$ cat src/rtl/fetch_stage.sv
// Instruction fetch stage: PC register, BOOT/FETCH/HOLD control, and the IF/ID pipeline register.
// Optional bubble counter port perf_bubble_cnt is enabled by defining FETCH_PERF_CNT_EN.
module fetch_stage #(
    parameter logic [31:0] RESET_PC = 32'h0000_0000
) (
    input  logic        clk,
    input  logic        rst,
`ifdef FETCH_PERF_CNT_EN
    output logic [31:0] perf_bubble_cnt,
`endif
    output logic        imem_req,
    output logic [31:0] imem_addr,
    input  logic        imem_ready,
    input  logic [31:0] imem_rdata,
    input  logic        stall,
    input  logic        redirect,
    input  logic [31:0] redirect_pc,
    output logic        ifid_valid,
    output logic [31:0] ifid_instr,
    output logic [31:0] ifid_pc4,
    output logic [15:0] ifid_imm
);

    typedef enum logic [1:0] {
        BOOT  = 2'd0,
        FETCH = 2'd1,
        HOLD  = 2'd2
    } state_t;

    localparam logic [31:0] ALIGN_MASK = 32'hFFFF_FFFC;
    localparam logic [31:0] RESET_PC_ALIGNED = RESET_PC & ALIGN_MASK;

    state_t      state;
    state_t      state_next;
    logic [31:0] pc;
    logic [31:0] pc_next;
    logic        valid_next;
    logic [31:0] instr_next;
    logic [31:0] pc4_next;
    logic        bubble;

    // Redirect beats stall, which beats a returning instruction; BOOT ignores both.
    always_comb begin
        state_next = state;
        pc_next    = pc;
        valid_next = ifid_valid;
        instr_next = ifid_instr;
        pc4_next   = ifid_pc4;
        bubble     = 1'b0;

        case (state)
            BOOT: begin
                state_next = FETCH;
            end
            FETCH, HOLD: begin
                if (redirect) begin
                    pc_next    = redirect_pc & ALIGN_MASK;
                    valid_next = 1'b0;
                    instr_next = 32'h0;
                    state_next = FETCH;
                end else if (stall) begin
                    state_next = HOLD;
                end else if (state == HOLD) begin
                    // No request was issued while holding, so nothing can be captured here.
                    state_next = FETCH;
                end else if (imem_ready) begin
                    instr_next = imem_rdata;
                    pc4_next   = pc + 32'd4;
                    valid_next = 1'b1;
                    pc_next    = pc + 32'd4;
                end else begin
                    valid_next = 1'b0;
                    instr_next = 32'h0;
                    bubble     = 1'b1;
                end
            end
            default: begin
                state_next = BOOT;
            end
        endcase
    end

    always_ff @(posedge clk or posedge rst) begin
        if (rst) begin
            state      <= BOOT;
            pc         <= RESET_PC_ALIGNED;
            ifid_valid <= 1'b0;
            ifid_instr <= 32'h0;
            ifid_pc4   <= 32'h0;
        end else begin
            state      <= state_next;
            pc         <= pc_next;
            ifid_valid <= valid_next;
            ifid_instr <= instr_next;
            ifid_pc4   <= pc4_next;
        end
    end

`ifdef FETCH_PERF_CNT_EN
    // Saturating count of memory-not-ready bubbles.
    always_ff @(posedge clk or posedge rst) begin
        if (rst) begin
            perf_bubble_cnt <= 32'h0;
        end else if (bubble && (perf_bubble_cnt != 32'hFFFF_FFFF)) begin
            perf_bubble_cnt <= perf_bubble_cnt + 32'd1;
        end
    end
`else
    logic unused_bubble;
    assign unused_bubble = bubble;
`endif

    assign imem_req  = (state == FETCH) && !stall && !redirect;
    assign imem_addr = pc & ALIGN_MASK;
    assign ifid_imm  = ifid_instr[15:0];

endmodule

$ cat config.mk
export PLATFORM = sky130hd
export DESIGN_NAME = fetch_stage
export DESIGN_NICKNAME = d
export VERILOG_FILES = /design/src/rtl/fetch_stage.sv
export SDC_FILE = /design/constraint.sdc
export NUM_CORES = 1
export LEC_CHECK = 0
export CAP_MARGIN = 20
export CORE_MARGIN = 2
export CORE_UTILIZATION = 45
export CTS_CLUSTER_SIZE = 24
export DETAILED_ROUTE_END_ITERATION = 8
export GPL_TIMING_DRIVEN = 1
export PLACE_DENSITY = 0.93
export SYNTH_ARGS = -nofsm -noshare
export SYNTH_HDL_FRONTEND = slang
export SYNTH_SLANG_ARGS = --single-unit
$ cat constraint.sdc
create_clock -name clk -period 4.4 [get_ports clk]
set_input_delay 1.32 -clock clk [delete_from_list [all_inputs] [get_ports clk]]
set_output_delay 1.32 -clock clk [all_outputs]
set_load 0.01 [all_outputs]
==> reports/qor.txt, run 1 <==
outcome = finished, final reports clean
setup bufs post-CTS = 0
hold path depth = 2
Placer Congestion = 0.860
hpwl dp = 10.3 mm
Tcrit/Tclk final = 93.4%
RSZ-0062 raised after global routing = no
share of cells above drive strength 1 = 6.29%
fin crit period = 4110 ps
vias per cell = 5.63
Layout Cells excl Fill = 788
Hold EP = ifid_pc4[5]$_DFFE_PP0P_
final setup vio count = 0
Area contributors post-synth = dfrtp_1 (49%), a22o_1 (6.0%), o21ai_0 (4.9%)
Post-DRT Antenna Nets = 0
most common cell after layout, fill and taps aside = clkdlybuf4s50_1
Worst-Margin Slew = 856 ps
First DRT Iteration DRCs = 310
FF/Latch Area = 2380 um^2
buffer depth of the longest clock path = 2
setup TNS = 0 ps
peak fanout along the critical path = 3
worst reg2reg path endpoint = pc[14]$_DFFE_PP0P_
Worst VDD drop = 0.000331 V
DR DRC count = 0
FMAX = 243 MHz
Inst Count DP = 770
r2r startpoint = pc[2]$_DFFE_PP0P_
DRT Pass-1 Iters = 7
Post-CTS Resized = 0
Slew Viols, Final = 0
synthesized area per cell = 9.59 um^2
Setup Crit Path Kind = primary input to output port
Layout area overhead = 40.0%
Most used DFF post-synth = dfrtp_1
Pleak = 2.80 nW
Initial Util = 46.4%
Overflow after GRT = 0
final wirelength = 14.3 mm
root buf cell = clkbuf_8
Worst EP required = 3080 ps
Post-CTS Hold Buffers = 0
leading cell types in the layout, fill and taps excluded = clkdlybuf4s50_1 (175), dfrtp_1 (95), nand2_1 (60), o21ai_0 (47), a22o_1 (33)
ys async rst share = 100%
Post-Syn Area = 4810 um^2
relative slew slack = 42.7%
Fillers = 806
Cells after Synth = 502
crit path DAT = 2790 ps
Hold Crit Class = flip-flop to flip-flop
hold slack final = 488 ps
vias in the first global route = 4,319
Synth area leader = dfrtp_1
final hold vios = 0
Max Clock Skew = 13.1 ps
Clk Latency, worst-skew pair = 370 ps
R2R Setup Slk = 1810 ps
FP Rows = 37
Setup crit start kind = primary input
Die ar. = 11,500 um^2
Core ar. = 10,400 um^2
EDFF count, synth = 0
largest net degree at the start of global routing = 81
number of I/O pins = 183
H-tree levels = 3
initial antenna violation count = 0
Avg WL per Cell = 18.1 um
area of the multi-input gates = 2100 um^2
nets = 721
clock buffer count from CTS = 9
Seq/Total Area, Yosys = 49.4%
CTS tree = built
HP Start = ifid_pc4[5]$_DFFE_PP0P_
via count = 4,440
number of max-cap violations = 0
PwrDens = 620 nW/um^2
n_diodes = 0
FF-to-FF path depth = 6
FF+latch count, synth = 95
GRT Total Usage = 25.0%
CTS clock-pin slew for the worst setup and hold paths = 90 ps
fin util = 65.0%
Die X-Extent = 107 um
clock sinks = 95
Worst setup EP type = output port
yosys warns = 0
Yosys cell types = 53
Synth top area share = 49.4%
die height = 107 um
first-pass GRT wire length = 22.6 mm
port bufs = 176
## worst max path at each step
stage / startpoint / to / slack (ps) / cells past startpoint
after floorplan: rst / ifid_instr[0]$_DFFE_PP0P_ / 600 / 1
after detailed placement: stall / imem_req / 360 / 3
after CTS: stall / imem_req / 360 / 3
after global routing: stall / imem_req / 300 / 3
final: stall / imem_req / 290 / 3
after global placement: stall / imem_req / 430 / 3
## sequential cells by signal (all words and copies together) (netlist names)
name        count
ifid_instr     32
ifid_valid      1
state           2
pc             30
ifid_pc4       30
## worst max-delay path, stage by stage
cell and delay [ps]:
clkdlybuf4s50_1 430, nor3b_1 410, clkdlybuf4s50_1 630
## report_power, final
part / total [mW] / switching [mW] / internal (mW)
combinational: 2.03 / 0.950 / 1.08
clock: 0.525 / 0.316 / 0.209
sequential: 1.62 / 0.402 / 1.22
total: 4.18 / 1.67 / 2.51
## stage by stage
step                      power (mW)  cell area, um^2  setup slack, ps
after floorplan                 2.58             4830              603
after global placement          3.56             6540              431
after detailed placement        3.66             6540              362
after CTS                       4.19             6710              362
after global routing            4.46             6740              296
final                           4.18             6740              291
## logic make-up after synthesis
logic type,count (synthesis),share of synthesized area (%)
fa+ha+maj,5,1.30
flops,95,49.4
buf+inv,70,7.46
compound gates,146,20.1
other cells,1,0.0779
xor+xnor,27,4.91
simple gates,156,16.4
mux,2,0.416
## layer usage
metal,up-vias,GRT usage [%],share of wire (%)
met5,-,0,0
met4,0,6.68,1.8
met3,28,5.75,6.7
met2,199,43.1,51
met1,2149,31.7,41
li1,2064,-,-
## area by class of cell
| type | count | area share, % |
|---|---|---|
| Tap cell | 136 | 2.53 |
| Clock buffer | 10 | 1.89 |
| Clock inverter | 6 | 0.613 |
| Sequential cell | 95 | 35.3 |
| Multi-Input combinational cell | 340 | 31.2 |
| Timing Repair Buffer | 190 | 27.9 |
| Inverter | 11 | 0.650 |
## synthesized netlist by cell type (3+ instances only)
| master | count |
|---|---|
| ha_1 | 5 |
| a21oi_1 | 23 |
| nand3_1 | 22 |
| o311ai_0 | 6 |
| xnor2_1 | 11 |
| xor2_1 | 16 |
| a31oi_1 | 3 |
| nand3b_1 | 5 |
| and3_1 | 9 |
| nor4_1 | 5 |
| inv_1 | 11 |
| buf_2 | 5 |
| dfrtp_1 | 95 |
| o21ai_1 | 5 |
| o22ai_1 | 6 |
| o21ai_0 | 47 |
| a2bb2oi_1 | 5 |
| a22o_1 | 33 |
| nor3b_1 | 3 |
| buf_4 | 22 |
| clkbuf_1 | 29 |
| nand4_1 | 6 |
| nor3_1 | 10 |
| nand2_1 | 61 |
| nor2_1 | 21 |
Note: power is estimated with default switching activity, not from simulation.
==> inputs of run 2 (changes only) <==
--- a/config.mk
+++ b/config.mk
@@ -7,11 +7,12 @@
 export LEC_CHECK = 0
 export CAP_MARGIN = 20
 export CORE_MARGIN = 2
-export CORE_UTILIZATION = 45
+export CORE_UTILIZATION = 50
 export CTS_CLUSTER_SIZE = 24
 export DETAILED_ROUTE_END_ITERATION = 8
+export DONT_BUFFER_PORTS = 1
 export GPL_TIMING_DRIVEN = 1
-export PLACE_DENSITY = 0.93
+export PLACE_DENSITY = 0.79
 export SYNTH_ARGS = -nofsm -noshare
 export SYNTH_HDL_FRONTEND = slang
 export SYNTH_SLANG_ARGS = --single-unit
==> constraint.sdc (replaced) <==
create_clock -name clk -period 3.6 [get_ports clk]
set_input_delay 1.08 -clock clk [delete_from_list [all_inputs] [get_ports clk]]
set_output_delay 1.08 -clock clk [all_outputs]
set_load 0.01 [all_outputs]
==> run 2 against run 1 <==
Count of clock-buffer cells in the layout did not move. Global-route usage down 2.3 points. Register-to-register slack got worse by 800 ps. Largest power group is now registers. Via count down 16%. Utilization fell by 11 points. Combinational power decreased by 41%. Final cell count down 23%. Sequential share of layout area rose by 12 points. Non-clock buffer count is 176 lower.
==> reports/qor.txt, run 2 (synthesis gave the netlist of run 1 again) <==
clock buffer count from CTS = 9
First DRT Iteration DRCs = 175
peak fanout along the critical path = 52
Fillers = 853
number of I/O pins = 183
GR Util met1 = 29.5%
Post-CTS Resized = 0
area of the multi-input gates = 2100 um^2
Layout Cells excl Fill = 605
port bufs = 0
largest register by flop count = ifid_instr
buffer depth of the longest clock path = 2
PwrDens = 842 nW/um^2
most common cell after layout, fill and taps aside = dfrtp_1
routing usage on met2 = 36.7%
setup TNS = 0 ps
Inst Count DP = 589
nets = 545
Pleak = 2.15 nW
FP Rows = 35
Placer Congestion = 0.797
Worst-Margin Slew = 861 ps
CTS clock-pin slew for the worst setup and hold paths = 100 ps
vias per cell = 6.14
Hold Crit Class = flip-flop to flip-flop
final setup vio count = 0
Post-DRT Antenna Nets = 0
leading cell types in the layout, fill and taps excluded = dfrtp_1 (95), nand2_1 (60), o21ai_0 (47), a22o_1 (33), a21oi_1 (23)
vias in the first global route = 3,578
Core ar. = 9280 um^2
Die ar. = 10,400 um^2
Tcrit/Tclk final = 72.3%
share of cells above drive strength 1 = 8.61%
slowest CP cell = nor4b_1
DRT Pass-1 Iters = 4
largest net degree at the start of global routing = 53
cell family with most CP delay = simple AND/OR/NAND/NOR gates
hpwl dp = 8.39 mm
number of max-cap violations = 0
met3 usage = 7.05%
Layout area overhead = 4.05%
RSZ-0062 raised after global routing = no
FF/Latch Area = 2380 um^2
GRT Total Usage = 22.7%
global routing's busiest layer = met2
outcome = finished, final reports clean
Avg WL per Cell = 19.8 um
fin crit period = 2600 ps
first-pass GRT wire length = 18.5 mm
CTS tree = built
CP max stage delay = 750 ps
Worst setup EP type = flip-flop
Worst EP required = 3810 ps
die height = 102 um
Post-CTS Hold Buffers = 0
Initial Util = 51.9%
final wirelength = 12.0 mm
n_diodes = 0
Worst VDD drop = 0.000377 V
CP cell instances = nor4b_1 -> nand2_2 -> buf_4 -> nor4_1 -> a211oi_1
Clk Latency, worst-skew pair = 360 ps
Setup Crit Path Kind = primary input to flip-flop
crit path buf inv count = 1
Setup crit start kind = primary input
setup bufs post-CTS = 0
largest registers = ifid_instr (32), ifid_pc4 (30), pc (30)
DR DRC count = 0
initial antenna violation count = 0
final hold vios = 0
Design Area, Final = 5010 um^2
root buf cell = clkbuf_8
H-tree levels = 3
crit path DAT = 2820 ps
FMAX = 384 MHz
dpl cell area = 4800 um^2
clock sinks = 95
relative slew slack = 41.8%
Overflow after GRT = 0
Die X-Extent = 102 um
Slew Viols, Final = 0
max FFs per register = 32
Max Clock Skew = 17.4 ps
via count = 3,712
[run 2: changes by cell type in the layout (fill, tap and decap cells not counted), sizes merged]
cell and change:
clkdlybuf4s50 -175, clkinv -3, bufinv +1, clkbuf -1
clkinvlp +1, inv +1
[run 2: cell type report]
class	instances	area share, %
Clock buffer	10	2.75
Clock inverter	6	1.45
Inverter	11	0.874
Multi-Input combinational cell	340	41.9
Sequential cell	95	47.5
Tap cell	129	3.22
Timing Repair Buffer	14	2.35
[run 2: through the flow]
step	hold slack [ps]	utilization, %	worst slack (ps)	total power [mW]
finish	555	54.0	997	4.22
global route	578	54.0	840	4.53
CTS	560	54.0	1050	4.25
detailed placement	538	51.7	693	3.49
global placement	523	51.7	772	3.40
floorplan	505	-	43.0	3.16
[run 2: tightest hold or removal path, stage by stage (launching register included)]
cell	delay [ps]
dfrtp_1	400
nand2_1	60
o21ai_0	60
[run 2: final timing paths]
check | start | to | slack, ps | depth (start not counted)
setup / recovery | redirect | pc[28]$_DFFE_PP0P_ | 1000 | 5
hold / removal | ifid_pc4[25]$_DFFE_PP0P_ | ifid_pc4[25]$_DFFE_PP0P_ | 550 | 2
setup reg to reg | state[0]$_DFFE_PP0P_ | pc[28]$_DFFE_PP0P_ | 1010 | 7
hold reg to reg | ifid_pc4[25]$_DFFE_PP0P_ | ifid_pc4[25]$_DFFE_PP0P_ | 550 | 2
max in group asynchronous | rst | pc[9]$_DFFE_PP0P_ | 2290 | 2
min in group asynchronous | rst | ifid_instr[7]$_DFFE_PP0P_ | 650 | 1
[run 2: routing by layer]
layer  part of all wire (%)  vias to the layer above
met3                    7.5                        9
met1                     41                     1852
met5                      0                        -
met4                    1.1                        0
li1                       -                     1713
met2                     50                      138
[run 2: power breakdown]
group          switching [mW]  internal [mW]
combinational           0.686          0.515
clock                   0.397          0.351
sequential              0.782           1.49
==> patch, RTL diff (flow settings as in run 1) <==
Build with the macro `FETCH_PERF_CNT_EN` defined.
--- a/src/rtl/fetch_stage.sv
+++ b/src/rtl/fetch_stage.sv
@@ -1,4 +1,6 @@
 // Instruction fetch stage: PC register, BOOT/FETCH/HOLD control, and the IF/ID pipeline register.
 // Optional bubble counter port perf_bubble_cnt is enabled by defining FETCH_PERF_CNT_EN.
+`define FETCH_PERF_CNT_EN
+
 module fetch_stage #(
     parameter logic [31:0] RESET_PC = 32'h0000_0000
Formal check against the unedited RTL (old outputs only; new: perf_bubble_cnt): equivalent (Yosys induction, for registers that start in step).
==> patch against run 1 <==
Via count increased by 27%; maximum frequency rose by 0.23%; design area up 33%; largest cell class unchanged; total power increased by 41%; critical endpoint unchanged; area after synthesis up 30%; sequential cell count increased by 32; global-route usage shrank 0.94 points; routed wire length grew 25%; worst setup slack gained 9.3 ps; die area up 29%.
==> patch: results (changes against run 1) <==
stage;metric;value;unit;change
run_status;status;complete, no violations;;
route;firstDrtPassIters;6;;-1
setup_path;crit_fanout;6;;+3
pwr;leakage;3.77;nW;+35%
layout;reg_top3;ifid_instr (32), perf_bubble_cnt (32);;
clocking;htree_levels;4;;+1
placed_design;pre_cts_ws;318;ps;-44.1 ps
synthesis;synthAdderAreaFrac;1.20;%;-0.10 points
worst_hold_path;worstHoldStart;ifid_pc4[3]$_DFFE_PP0P_;;
synthesis;synthMuxAreaShare;0.858;%;+0.44 points
synthesis;synth_compound_area_share;15.6;%;-4.5 points
layout;drive_gt1_share;6.51;%;+0.23 points
synthesis;ys_types;55;;+3.8%
route;drt-initial-drc-count;525;;+69%
layout;final_net_count;892;;+24%
placed_design;hpwl;11900;um;+15%
placed_design;globalplace.congestion;0.834;;-3.0%
synthesis;syn-instance-count;638;;+27%
global_routing;grt_pass1_wl;27900;um;+24%
global_routing;grt_use_met2;40.1;%;-3.0 points
route;viasPerCell;5.57;;-1.2%
synthesis;synth_common_cells;dfrtp_1 (127), nand2_1 (77), o21ai_0 (54);;
synthesis;synth_area_leaders;dfrtp_1 (51%), nand2_1 (4.6%), a22o_1 (4.5%);;
global_routing;met3_usage;9.13;%;+3.4 points
timing;final.setup_skew;7.77;ps;-5.35 ps
placed_design;placedCellCount;978;;+27%
placed_design;io_buffers;208;;+18%
global_routing;grt_max_degree;128;;+58%
synthesis;synth-xor-area-share;7.54;%;+2.6 points
global_routing;grtUsageMet1;28.3;%;-3.4 points
setup_path;ff2ff_setup_slack;1870;ps;+60 ps
layout;layout.cells.non_filler;1009;;+28%
route;post_drt_wl_per_cell;17.6;um;-2.7%
worst_hold_path;hold_end;ifid_pc4[3]$_DFFE_PP0P_;;
pwr;ir_drop;0.382;mV;+15%
clocking;cts-root-buf;clkbuf_16;;
global_routing;grt.total_usage;24.1;%;-0.94 points
clocking;cts_buffers;17;;+8
timing;hold_slack;473;ps;-14.7 ps
clocking;worstSkewPairLatency;410;ps;+40 ps
synthesis;yosysSeqAreaShare;50.7;%;+1.3 points
clocking;clk_pin_slew;50;ps;-40 ps
setup_path;critPathArrivalTime;2780;ps;about the same
layout;fillers;1047;;+30%
[patch: final cells by class]
type                    count  area share [%]
repair buffers            215            24.1
flip-flops and latches    127            35.5
well taps                 180            2.51
clock inverters             4           0.838
clock buffers              27            5.73
inverters                  12           0.545
multi-input cells         444            30.8
[patch: kinds of logic (layout without fill, tap and decap cells)]
logic type,Yosys count,after routing
xor+xnor,54,54
flops,127,127
fa+ha+maj,6,6
mux,5,5
simple gates,224,224
compound gates,151,151
buf+inv,70,258
other cells,1,4
[patch: how the worst max path moves through the flow]
stage / slack, ps / cells after the start / end
2_1_floorplan: 1130 / 2 / imem_req
3_3_place_gp: 330 / 3 / imem_req
3_5_place_dp: 320 / 3 / imem_req
4_1_cts: 310 / 3 / imem_req
5_1_grt: 230 / 3 / imem_req
6_report: 300 / 3 / imem_req
[patch: worst max-delay path: cells and delay by family]
family | cells | cell delay, ps
simple gates | 1 | 340
buf+inv | 2 | 1120
[patch: layer usage]
metal	part of all wire (%)	wire, um
met1	39	6990
met2	49	8680
met3	9.8	1740
met4	2.2	396
met5	0	0
[patch: power by group]
group / total [mW] / internal, mW / switching (mW)
clock: 1.39 / 0.907 / 0.481
combinational: 2.43 / 1.33 / 1.10
sequential: 2.07 / 1.61 / 0.461
total: 5.89 / 3.85 / 2.04
[patch: through the flow]
stage	utilization, %	area (um^2)	power (mW)
floorplan	-	6280	3.19
global placement	61.0	8370	4.42
detailed placement	61.0	8370	4.49
CTS	65.3	8960	5.93
global route	65.3	8960	6.23
finish	65.3	8960	5.89
